**src/rtl/snn_syn_pkg.sv**
```systemverilog
// ============================================================================
//  Module   : snn_syn_pkg
//  Purpose  : Shared types, default widths and arithmetic helpers for the
//             synapse accumulator (FSM state enum, saturating add, 16-bit
//             unsigned output clamp).
//  Ports    : none (package)
//  Revision : 1.0  initial release
// ============================================================================
`default_nettype none

package snn_syn_pkg;

  typedef enum logic [0:0] {
    ACCUM  = 1'b0,
    UPDATE = 1'b1
  } syn_state_t;

  localparam int DEF_N_SYN     = 16;
  localparam int DEF_ACC_W     = 24;
  localparam int DEF_TAU_SHIFT = 3;
  localparam int WEIGHT_W      = 16;
  localparam int CUR_W         = 16;

  // All intermediate arithmetic is done at this width so that a sum of two
  // in-range ACC_W values can never wrap before it is saturated.
  localparam int CALC_W        = 64;

  // Signed add saturated to the range of a signed 'width'-bit value.
  function automatic logic signed [CALC_W-1:0] sat_add(
    input logic signed [CALC_W-1:0] a,
    input logic signed [CALC_W-1:0] b,
    input int                       width
  );
    logic signed [CALC_W-1:0] sum;
    logic signed [CALC_W-1:0] max_v;
    logic signed [CALC_W-1:0] min_v;
    sum   = a + b;
    max_v = (64'sd1 <<< (width - 1)) - 64'sd1;
    min_v = -max_v - 64'sd1;
    if (sum > max_v) begin
      return max_v;
    end else if (sum < min_v) begin
      return min_v;
    end else begin
      return sum;
    end
  endfunction

  // Negative values clamp to 0, anything above 16 bits clamps to all-ones.
  function automatic logic [CUR_W-1:0] clamp16(input logic signed [CALC_W-1:0] v);
    if (v < 64'sd0) begin
      return '0;
    end else if (v > 64'sd65535) begin
      return 16'hFFFF;
    end else begin
      return v[CUR_W-1:0];
    end
  endfunction

endpackage

`default_nettype wire

```
**src/rtl/syn_weight_rf.sv**
```systemverilog
// ============================================================================
//  Module   : syn_weight_rf
//  Purpose  : N_SYN x DATA_W weight register file, one asynchronous read
//             port and one synchronous write port, synchronous reset to 0.
//  Ports    : clk, reset          - clock, synchronous active-high reset
//             we, wr_addr, wr_data - write port (applied at rising edge)
//             rd_addr, rd_data    - combinational read port; a read in the
//                                   same cycle as a write to the same entry
//                                   returns the old contents
//  Revision : 1.0  initial release
// ============================================================================
`default_nettype none

module syn_weight_rf #(
  parameter int N_SYN  = 16,
  parameter int ADDR_W = $clog2(N_SYN),
  parameter int DATA_W = 16
) (
  input  logic              clk,
  input  logic              reset,
  input  logic              we,
  input  logic [ADDR_W-1:0] wr_addr,
  input  logic [DATA_W-1:0] wr_data,
  input  logic [ADDR_W-1:0] rd_addr,
  output logic [DATA_W-1:0] rd_data
);

  logic [DATA_W-1:0] regs [N_SYN];

  always_ff @(posedge clk) begin
    if (reset) begin
      for (int i = 0; i < N_SYN; i++) begin
        regs[i] <= '0;
      end
    end else if (we) begin
      regs[wr_addr] <= wr_data;
    end
  end

  assign rd_data = regs[rd_addr];

endmodule

`default_nettype wire

```
**src/rtl/synapse_accumulator.sv**
```systemverilog
// ============================================================================
//  Module   : synapse_accumulator
//  Purpose  : Accepts address-event spikes, looks up a signed per-synapse
//             weight, sums weighted spikes over one timestep and on each
//             timestep strobe emits a clamped 16-bit unsigned current.
//             Optional build macro SYN_DECAY_EN adds a persistent
//             exponentially decaying synaptic trace:
//               trace = sat(trace - (trace >>> TAU_SHIFT) + acc)
//  Ports    : clk, reset           - clock, synchronous active-high reset
//             ev_valid/ev_addr/ev_ready - spike event stream
//             w_we/w_addr/w_data   - weight write port (any state)
//             step                 - timestep strobe
//             current_out          - clamped synaptic current (held)
//             current_valid        - one-cycle pulse on each update
//             step_overrun         - sticky: step seen during UPDATE
//  Revision : 1.0  initial release
// ============================================================================
`default_nettype none

module synapse_accumulator
  import snn_syn_pkg::*;
#(
  parameter int N_SYN     = DEF_N_SYN,
  parameter int ADDR_W    = $clog2(N_SYN),
  parameter int ACC_W     = DEF_ACC_W,
  parameter int TAU_SHIFT = DEF_TAU_SHIFT
) (
  input  logic              clk,
  input  logic              reset,
  input  logic              ev_valid,
  input  logic [ADDR_W-1:0] ev_addr,
  output logic              ev_ready,
  input  logic              w_we,
  input  logic [ADDR_W-1:0] w_addr,
  input  logic [15:0]       w_data,
  input  logic              step,
  output logic [15:0]       current_out,
  output logic              current_valid,
  output logic              step_overrun
);

  // --------------------------------------------------------------------------
  // Elaboration-time parameter checks
  // --------------------------------------------------------------------------
  if ((N_SYN < 2) || ((N_SYN & (N_SYN - 1)) != 0)) begin : g_chk_nsyn
    $error("synapse_accumulator: N_SYN must be a power of two >= 2");
  end
  if ((ACC_W < 18) || (ACC_W > 62)) begin : g_chk_accw
    $error("synapse_accumulator: ACC_W must be in 18..62");
  end
  if ((TAU_SHIFT < 1) || (TAU_SHIFT > ACC_W - 2)) begin : g_chk_tau
    $error("synapse_accumulator: TAU_SHIFT must be in 1..ACC_W-2");
  end

  // --------------------------------------------------------------------------
  // Weight storage
  // --------------------------------------------------------------------------
  logic [WEIGHT_W-1:0] weight;

  syn_weight_rf #(
    .N_SYN  (N_SYN),
    .ADDR_W (ADDR_W),
    .DATA_W (WEIGHT_W)
  ) u_weight_rf (
    .clk     (clk),
    .reset   (reset),
    .we      (w_we),
    .wr_addr (w_addr),
    .wr_data (w_data),
    .rd_addr (ev_addr),
    .rd_data (weight)
  );

  // --------------------------------------------------------------------------
  // FSM
  // --------------------------------------------------------------------------
  syn_state_t state;
  syn_state_t state_next;

  always_comb begin
    state_next = state;
    case (state)
      ACCUM:   if (step) state_next = UPDATE;
      UPDATE:  state_next = ACCUM;
      default: state_next = ACCUM;
    endcase
  end

  // Held low while reset is asserted so no event is handshaken in the reset
  // cycle even though the state register already reads ACCUM.
  assign ev_ready = (state == ACCUM) && !reset;

  logic ev_accept;
  assign ev_accept = ev_valid && ev_ready;

  // --------------------------------------------------------------------------
  // Accumulator datapath
  // --------------------------------------------------------------------------
  logic signed [ACC_W-1:0]  acc;
  logic signed [ACC_W-1:0]  acc_add;
  logic signed [CALC_W-1:0] acc_ext;
  logic signed [CALC_W-1:0] weight_ext;
  logic [CUR_W-1:0]         current_next;

  assign acc_ext    = {{(CALC_W - ACC_W){acc[ACC_W-1]}}, acc};
  assign weight_ext = {{(CALC_W - WEIGHT_W){weight[WEIGHT_W-1]}}, weight};
  assign acc_add    = ACC_W'(sat_add(acc_ext, weight_ext, ACC_W));

`ifdef SYN_DECAY_EN
  // Persistent trace: leaks by 2^-TAU_SHIFT per step, then absorbs this
  // step's accumulated input.
  logic signed [ACC_W-1:0]  trace;
  logic signed [ACC_W-1:0]  trace_next;
  logic signed [CALC_W-1:0] trace_ext;
  logic signed [CALC_W-1:0] trace_next_ext;

  assign trace_ext      = {{(CALC_W - ACC_W){trace[ACC_W-1]}}, trace};
  // trace - (trace >>> TAU_SHIFT) always stays inside the ACC_W range, so
  // only the final addition needs saturation.
  assign trace_next     = ACC_W'(sat_add(trace_ext - (trace_ext >>> TAU_SHIFT),
                                         acc_ext, ACC_W));
  assign trace_next_ext = {{(CALC_W - ACC_W){trace_next[ACC_W-1]}}, trace_next};
  assign current_next   = clamp16(trace_next_ext);

  always_ff @(posedge clk) begin
    if (reset) begin
      trace <= '0;
    end else if (state == UPDATE) begin
      trace <= trace_next;
    end
  end
`else
  // Without the trace every timestep is independent.
  assign current_next = clamp16(acc_ext);
`endif

  // --------------------------------------------------------------------------
  // State, accumulator and output registers
  // --------------------------------------------------------------------------
  always_ff @(posedge clk) begin
    if (reset) begin
      state         <= ACCUM;
      acc           <= '0;
      current_out   <= '0;
      current_valid <= 1'b0;
      step_overrun  <= 1'b0;
    end else begin
      state         <= state_next;
      current_valid <= 1'b0;
      if (state == UPDATE) begin
        // ev_ready is low here, so no event can be lost by clearing acc.
        acc           <= '0;
        current_out   <= current_next;
        current_valid <= 1'b1;
        if (step) begin
          step_overrun <= 1'b1;
        end
      end else if (ev_accept) begin
        acc <= acc_add;
      end
    end
  end

endmodule

`default_nettype wire

```
**config.mk**
```make
export PLATFORM = sky130hd
export DESIGN_NAME = synapse_accumulator
export DESIGN_NICKNAME = d
export VERILOG_FILES = /design/src/rtl/snn_syn_pkg.sv /design/src/rtl/syn_weight_rf.sv /design/src/rtl/synapse_accumulator.sv
export SDC_FILE = /design/constraint.sdc
export NUM_CORES = 1
export LEC_CHECK = 0
export BUFFER_PORTS_ARGS = -buffer_cell sky130_fd_sc_hd__buf_2
export CAP_MARGIN = 20
export CORE_ASPECT_RATIO = 1.4
export CORE_UTILIZATION = 67
export DETAILED_ROUTE_END_ITERATION = 8
export HOLD_SLACK_MARGIN = 0.15
export PLACE_DENSITY = 0.89
export SYNTH_ARGS = -nofsm -noshare
export SYNTH_HDL_FRONTEND = slang
export SYNTH_SLANG_ARGS = --single-unit
export TNS_END_PERCENT = 50
```
**constraint.sdc**
```tcl
create_clock -name clk -period 11.3 [get_ports clk]
set_input_delay 0 -clock clk [delete_from_list [all_inputs] [get_ports clk]]
set_output_delay 0 -clock clk [all_outputs]
set_load 0.1 [all_outputs]
```
==> flow_summary.ini, run 1 <==
[drt]
via_count = 9022
drcViolationCount = 0
routedWlPerCell_um = 24.21
drt_iter0_drc = 866
firstDrtPassIters = 5
drtAntennaViolNets = 0
vias_per_cell = 6.505
routed_wl_um = 33580

[setup_path]
end_kind = flip-flop
arrival_ps = 4760
worstPathRequired_ps = 11770
critPathMaxFanout = 45
path_class = in2reg
startpoint_type = primary input

[grt]
antenna_found_initial = 1
track_usage_pct = 31.07
globalRouteOverflowTotal = 0
grt_max_degree = 65
grt_first_pass_wirelength_um = 51520
grt_pass1_vias = 9134

[timing]
slew_headroom_pct = 25.58
hold_ws_ps = 222.2
setup_tns_ps = 0
skew_ps = 11.35
grt_setup_unrepaired = no
slew_violations = 0
worst_slack_ps = 7012
period_share_pct = 37.95
finalHoldViolations = 0
tightestPinTransition_ps = 1112
setup_viol = 0
post-route-min-period_ps = 4288
fmax_ghz = 0.2332

[clock_network]
cts.sinks = 299
clk_latency_ps = 540
cts-htree-levels = 1
cts_buffer_depth = 3
clk_pin_slew_worst_paths_ps = 70
cts_tree = done
cts_made_buffers = 27
cts_root_buffer = clkbuf_16

[placed_design]
io_buffer_count = 47
gp_congestion = 0.9405
post-place-ws_ps = 6486
hpwl_um = 21680

[status]
outcome = finished clean

[layout]
antenna_cells = 0
layout-drive-gt1-share_pct = 20.94
area.growth.synth_to_final_pct = 10.11
nets = 1161
final_util_pct = 75.33

[logic_synthesis]
synth_area_mm2 = 0.01451
avgSynthCellArea_um2 = 13.64
syn_nets = 1118
synthMostInstantiatedCell = and2_1
synth_top_area_share_pct = 52.99
syn_inst = 1064
ys.warnings.count = 0
synth_edf_count = 256
yosysTopAreaCell = edfxtp_1
synth_commonest_cells = and2_1, edfxtp_1, mux4_2
synthTopCellsByArea = edfxtp_1, mux4_2, and2_1, dfxtp_1, ha_1
ys_async_sr_fraction_pct = 0
synth-seq-cells = 299
yosysUniqueCellTypes = 62
ys_seq_area_share_pct = 58.92
synth_ff_type = edfxtp_1

[floorplan]
num_rows = 63
initial_utilization_pct = 68.42
dieArea_mm2 = 0.02225
die_h_um = 176.1
die_x_um = 126.4
ios = 48
coreArea_mm2 = 0.02120

[run]
maxCapViolCount = 0

[power]
p_per_area_mw_per_mm2 = 171.3
peakVddDrop_v = 0.0001434
total_power_mw = 2.737
leakage_nw = 5.873

[worst_hold_path]
min_path_type = in2reg
==> repair_timing <==
item                                    in CTS  in global routing
hold buffers                                19                  0
setup buffers                                0                  0
endpoints found under the setup margin       0                  0
gates resized for setup                      0                  0
endpoints found under the hold margin      283                  0
==> critical path, stage by stage <==
cell	delay (ps)
buf_4	340
buf_4	780
mux4_2	640
mux4_2	530
ha_1	400
a21oi_1	100
o21ai_0	410
a21o_1	320
nor2_4	60
o31ai_2	270
mux2i_2	240
buf_4	300
o211ai_1	130
a31oi_1	160
==> logic make-up (layout without fill, tap and decap cells) <==
group	after synthesis	after routing	synth area share, %
compound gates	141	141	6.442
xor+xnor	17	17	1.026
fa+ha+maj	25	25	2.208
buf+inv	83	146	2.380
flops	299	299	58.92
mux	83	83	12.66
simple gates	416	416	16.36
==> where the power goes <==
part           internal, mW  switching, mW
combinational         0.199          0.341
sequential             1.27         0.0364
clock                 0.495          0.393
==> metrics by stage <==
step	std cells	instance area [um2]
final	1387	15970
after detailed placement	1315	14890
after global placement	1314	14880
after floorplan	1064	14510
after global routing	1387	15970
after CTS	1383	15930
==> layer usage <==
metal  routed length, um  GRT usage (%)  vias to the layer above
met4                1635          15.61                        2
met1               12040          37.18                     4454
met5                  12              0                        -
li1                    -              -                     3976
met2               17650          55.29                      461
met3                2245          4.182                      129
==> placed cells by master, fill, tap and decap left out, types with 3 or more instances in the layout <==
master | Yosys | layout
clkbuf_1 | 57 | 3
xor2_1 | 5 | 5
clkinv_2 | 0 | 6
clkbuf_16 | 0 | 28
nand3_1 | 7 | 7
buf_4 | 1 | 17
buf_2 | 6 | 46
ha_1 | 24 | 24
inv_1 | 12 | 12
and2_1 | 257 | 257
clkinv_1 | 0 | 5
a211oi_1 | 3 | 3
nand2_1 | 48 | 48
o21a_1 | 3 | 3
dlygate4sd3_1 | 0 | 19
o21ai_1 | 4 | 4
nor2b_1 | 4 | 4
dfxtp_1 | 43 | 43
mux4_2 | 80 | 80
a31oi_1 | 5 | 5
clkbuf_8 | 0 | 8
edfxtp_1 | 256 | 256
a21o_1 | 6 | 6
xnor2_1 | 12 | 12
or2_2 | 17 | 17
nand2b_1 | 13 | 13
o21ai_0 | 50 | 50
a21oi_1 | 28 | 28
nor2_1 | 43 | 43
a21oi_2 | 20 | 20
nand3b_1 | 3 | 3
nor3_1 | 10 | 10
==> state kept, by name (all words and copies together), names as in the netlist <==
| name | flops |
|---|---|
| current_valid | 1 |
| step_overrun | 1 |
| u_weight_rf.regs | 256 |
| current_out | 16 |
| state | 1 |
| acc | 24 |
==> final cells by class <==
cell class                 count  area [um2]
sequential                   299        8548
clock inverter                11       48.80
fill                        1198        5230
clock buffer                  38       808.3
multi-input combinational    682        5614
timing repair buffer          85       584.3
inverter                      12       45.04
tap                          260       325.3
==> path summary, 6_finish.rpt <==
check                                         startpoint                endpoint  slack, ps  cells past startpoint
worst min-delay path                           w_addr[0]  u_weight_rf.regs[8][4]        220                      4
worst min register to register           current_out[13]         current_out[13]        450                      2
worst max-delay path                          ev_addr[0]                 acc[17]       7010                     14
worst max register to register  u_weight_rf.regs[15][11]                  acc[7]       7380                     12
Note: power is estimated with default switching activity, not from simulation.
==> run 2: changes to the inputs <==
--- a/config.mk
+++ b/config.mk
@@ -8,10 +8,10 @@
 export BUFFER_PORTS_ARGS = -buffer_cell sky130_fd_sc_hd__buf_2
 export CAP_MARGIN = 20
 export CORE_ASPECT_RATIO = 1.4
-export CORE_UTILIZATION = 67
+export CORE_UTILIZATION = 56
 export DETAILED_ROUTE_END_ITERATION = 8
 export HOLD_SLACK_MARGIN = 0.15
-export PLACE_DENSITY = 0.89
+export PLACE_DENSITY = 0.8
 export SYNTH_ARGS = -nofsm -noshare
 export SYNTH_HDL_FRONTEND = slang
 export SYNTH_SLANG_ARGS = --single-unit
==> constraint.sdc (replaced) <==
create_clock -name clk -period 3.5 [get_ports clk]
set_input_delay 0 -clock clk [delete_from_list [all_inputs] [get_ports clk]]
set_output_delay 0 -clock clk [all_outputs]
set_load 0.1 [all_outputs]
==> run 2 against run 1 <==
  * Non-clock buffer count rose by 110
  * Clock power rose to 3.4 times the previous value
  * Routed wire length rose by 1.4%
  * Register-to-register slack got worse by 7500 ps
  * The run now ends with setup timing left
  * Count of clock-buffer cells in the layout fell by 1
  * Sequential cell count did not move
==> flow_summary.ini, run 2 (synthesized netlist as in run 1, its figures left out) <==
[setup_path]
path_class = reg2reg
critPathMaxFanout = 7
arrival_ps = 4050
cp-endpoint = acc[18]
worstPathRequired_ps = 3930
rr_worst_depth = 13
crit_path_max_incr_delay_ps = 610
reg2reg_to = acc[18]
startpoint_type = flip-flop
crit_start = u_weight_rf.regs[7][15]
r2r-start = u_weight_rf.regs[7][15]
crit_cells = 13
r2r_slack_ps = -120
cp_top_family = multiplexers
end_kind = flip-flop
critical_path_buf_inv_count = 2
cp_slowest_cell = mux4_2
cp_cell_sequence = mux4_2 > mux4_2 > ha_4 > or2_4 > a21oi_2 > a31oi_2 > a2111o_1 > a31oi_4 > a211oi_4 > nor2b_4 > buf_12 > buf_12 > a21oi_2

[layout]
fillCellCount = 1674
largest_register = u_weight_rf.regs
layout-drive-gt1-share_pct = 29.73
top_regs = u_weight_rf.regs (256), acc (24), current_out (16)
final_common_cell = and2_1
area.growth.synth_to_final_pct = 20.10
nets = 1272
layout_common_cells = and2_1, edfxtp_1, buf_4
largest_reg_flops = 256
antenna_cells = 0

[timing]
grt_setup_unrepaired = yes
post-route-min-period_ps = 3624
tightestPinTransition_ps = 648.1
worst_slack_ps = -124.4
slew_violations = 0
skew_ps = 10.22
finalHoldViolations = 0
setup_tns_ps = -2227
setup_viol = 22
period_share_pct = 103.6
fmax_ghz = 0.2759
slew_headroom_pct = 56.65

[drt]
firstDrtPassIters = 5
drcViolationCount = 0
routed-wl-met2_um = 18510
route.met3.wl_um = 1788
drtAntennaViolNets = 0
vias_per_cell = 5.951
via_count = 9266
routedWlPerCell_um = 21.86
highest_layer = met4
drt_iter0_drc = 561
routed_wl_um = 34040
wl_met1_um = 12450

[placed_design]
io_buffer_count = 47
post-place-ws_ps = -281.7
gp_congestion = 0.8825
hpwl_um = 23230

[grt]
track_usage_pct = 25.76
antenna_found_initial = 0
grt_pass1_vias = 9615
grt_max_degree = 29
globalRouteOverflowTotal = 0
grt_first_pass_wirelength_um = 52050

[clock_network]
cts_root_buffer = clkbuf_16
clk_latency_ps = 550
cts_buffer_depth = 3
cts_tree = done
cts-htree-levels = 1
cts.sinks = 299
clk_pin_slew_worst_paths_ps = 60
cts_made_buffers = 28

[floorplan]
ios = 48
die_x_um = 138.0
dieArea_mm2 = 0.02656
coreArea_mm2 = 0.02538
num_rows = 69
die_h_um = 192.4
initial_utilization_pct = 57.16

[power]
p_per_area_mw_per_mm2 = 552.8
peakVddDrop_v = 0.0005503
leakage_nw = 6.443
total_power_mw = 9.631

[worst_hold_path]
min_path_type = in2reg

[run]
maxCapViolCount = 0

[status]
outcome = finished with violations
violations = setup timing
[run 2: worst min-delay path by stage]
stage / cells past startpoint / to / start
floorplan: 1 / current_valid / reset
global placement: 2 / state / step
detailed placement: 2 / state / step
CTS: 4 / u_weight_rf.regs[12][8] / w_addr[0]
global route: 4 / u_weight_rf.regs[12][8] / w_addr[0]
finish: 4 / u_weight_rf.regs[12][1] / w_addr[0]
[run 2: layout make-up]
type	instances	area [um2]	share of cell area (%)
Clock inverter	13	141.4	0.8114
Tap cell	319	399.1	2.291
Sequential cell	299	8548	49.06
Inverter	12	45.04	0.2585
Timing Repair Buffer	195	1564	8.976
Clock buffer	37	755.7	4.337
Multi-Input combinational cell	682	5971	34.27
[run 2: tightest hold or removal path: stages]
cell and delay, ps:
buf_2 140, nor3_1 60, buf_4 190, and2_1 170
[run 2: routing by layer]
layer | vias to the layer above | track usage, %
met5 | - | 0
met4 | 0 | 11.83
met1 | 4621 | 28.61
met2 | 367 | 49.27
met3 | 85 | 2.878
li1 | 4193 | -
[run 2: timing repair]
| item | 4_1_cts | 5_1_grt |
|---|---|---|
| gates cloned | 1 | 0 |
| setup buffers | 3 | 2 |
| endpoints found under the hold margin | 283 | 0 |
| pin swaps | 10 | 5 |
| setup endpoints to repair | 23 | 23 |
| gates resized for setup | 35 | 30 |
| hold buffers | 34 | 0 |
[run 2: where the power goes]
part / total (mW) / switching [mW] / internal (mW) / leakage [nW]
Combinational: 2.39 / 1.29 / 1.09 / 3.21
Sequential: 4.24 / 0.131 / 4.11 / 2.80
Clock: 3.00 / 1.27 / 1.73 / 0.434
Total: 9.63 / 2.70 / 6.93 / 6.44
[run 2: through the flow]
step	hold slack (ps)	area [um2]	cells	utilization [%]
floorplan	83.45	14550	1064	-
global placement	220.0	15750	1469	62.03
detailed placement	238.3	15750	1469	62.03
CTS	164.6	17270	1556	68.05
global route	191.2	17420	1557	68.65
finish	183.4	17420	1557	68.65
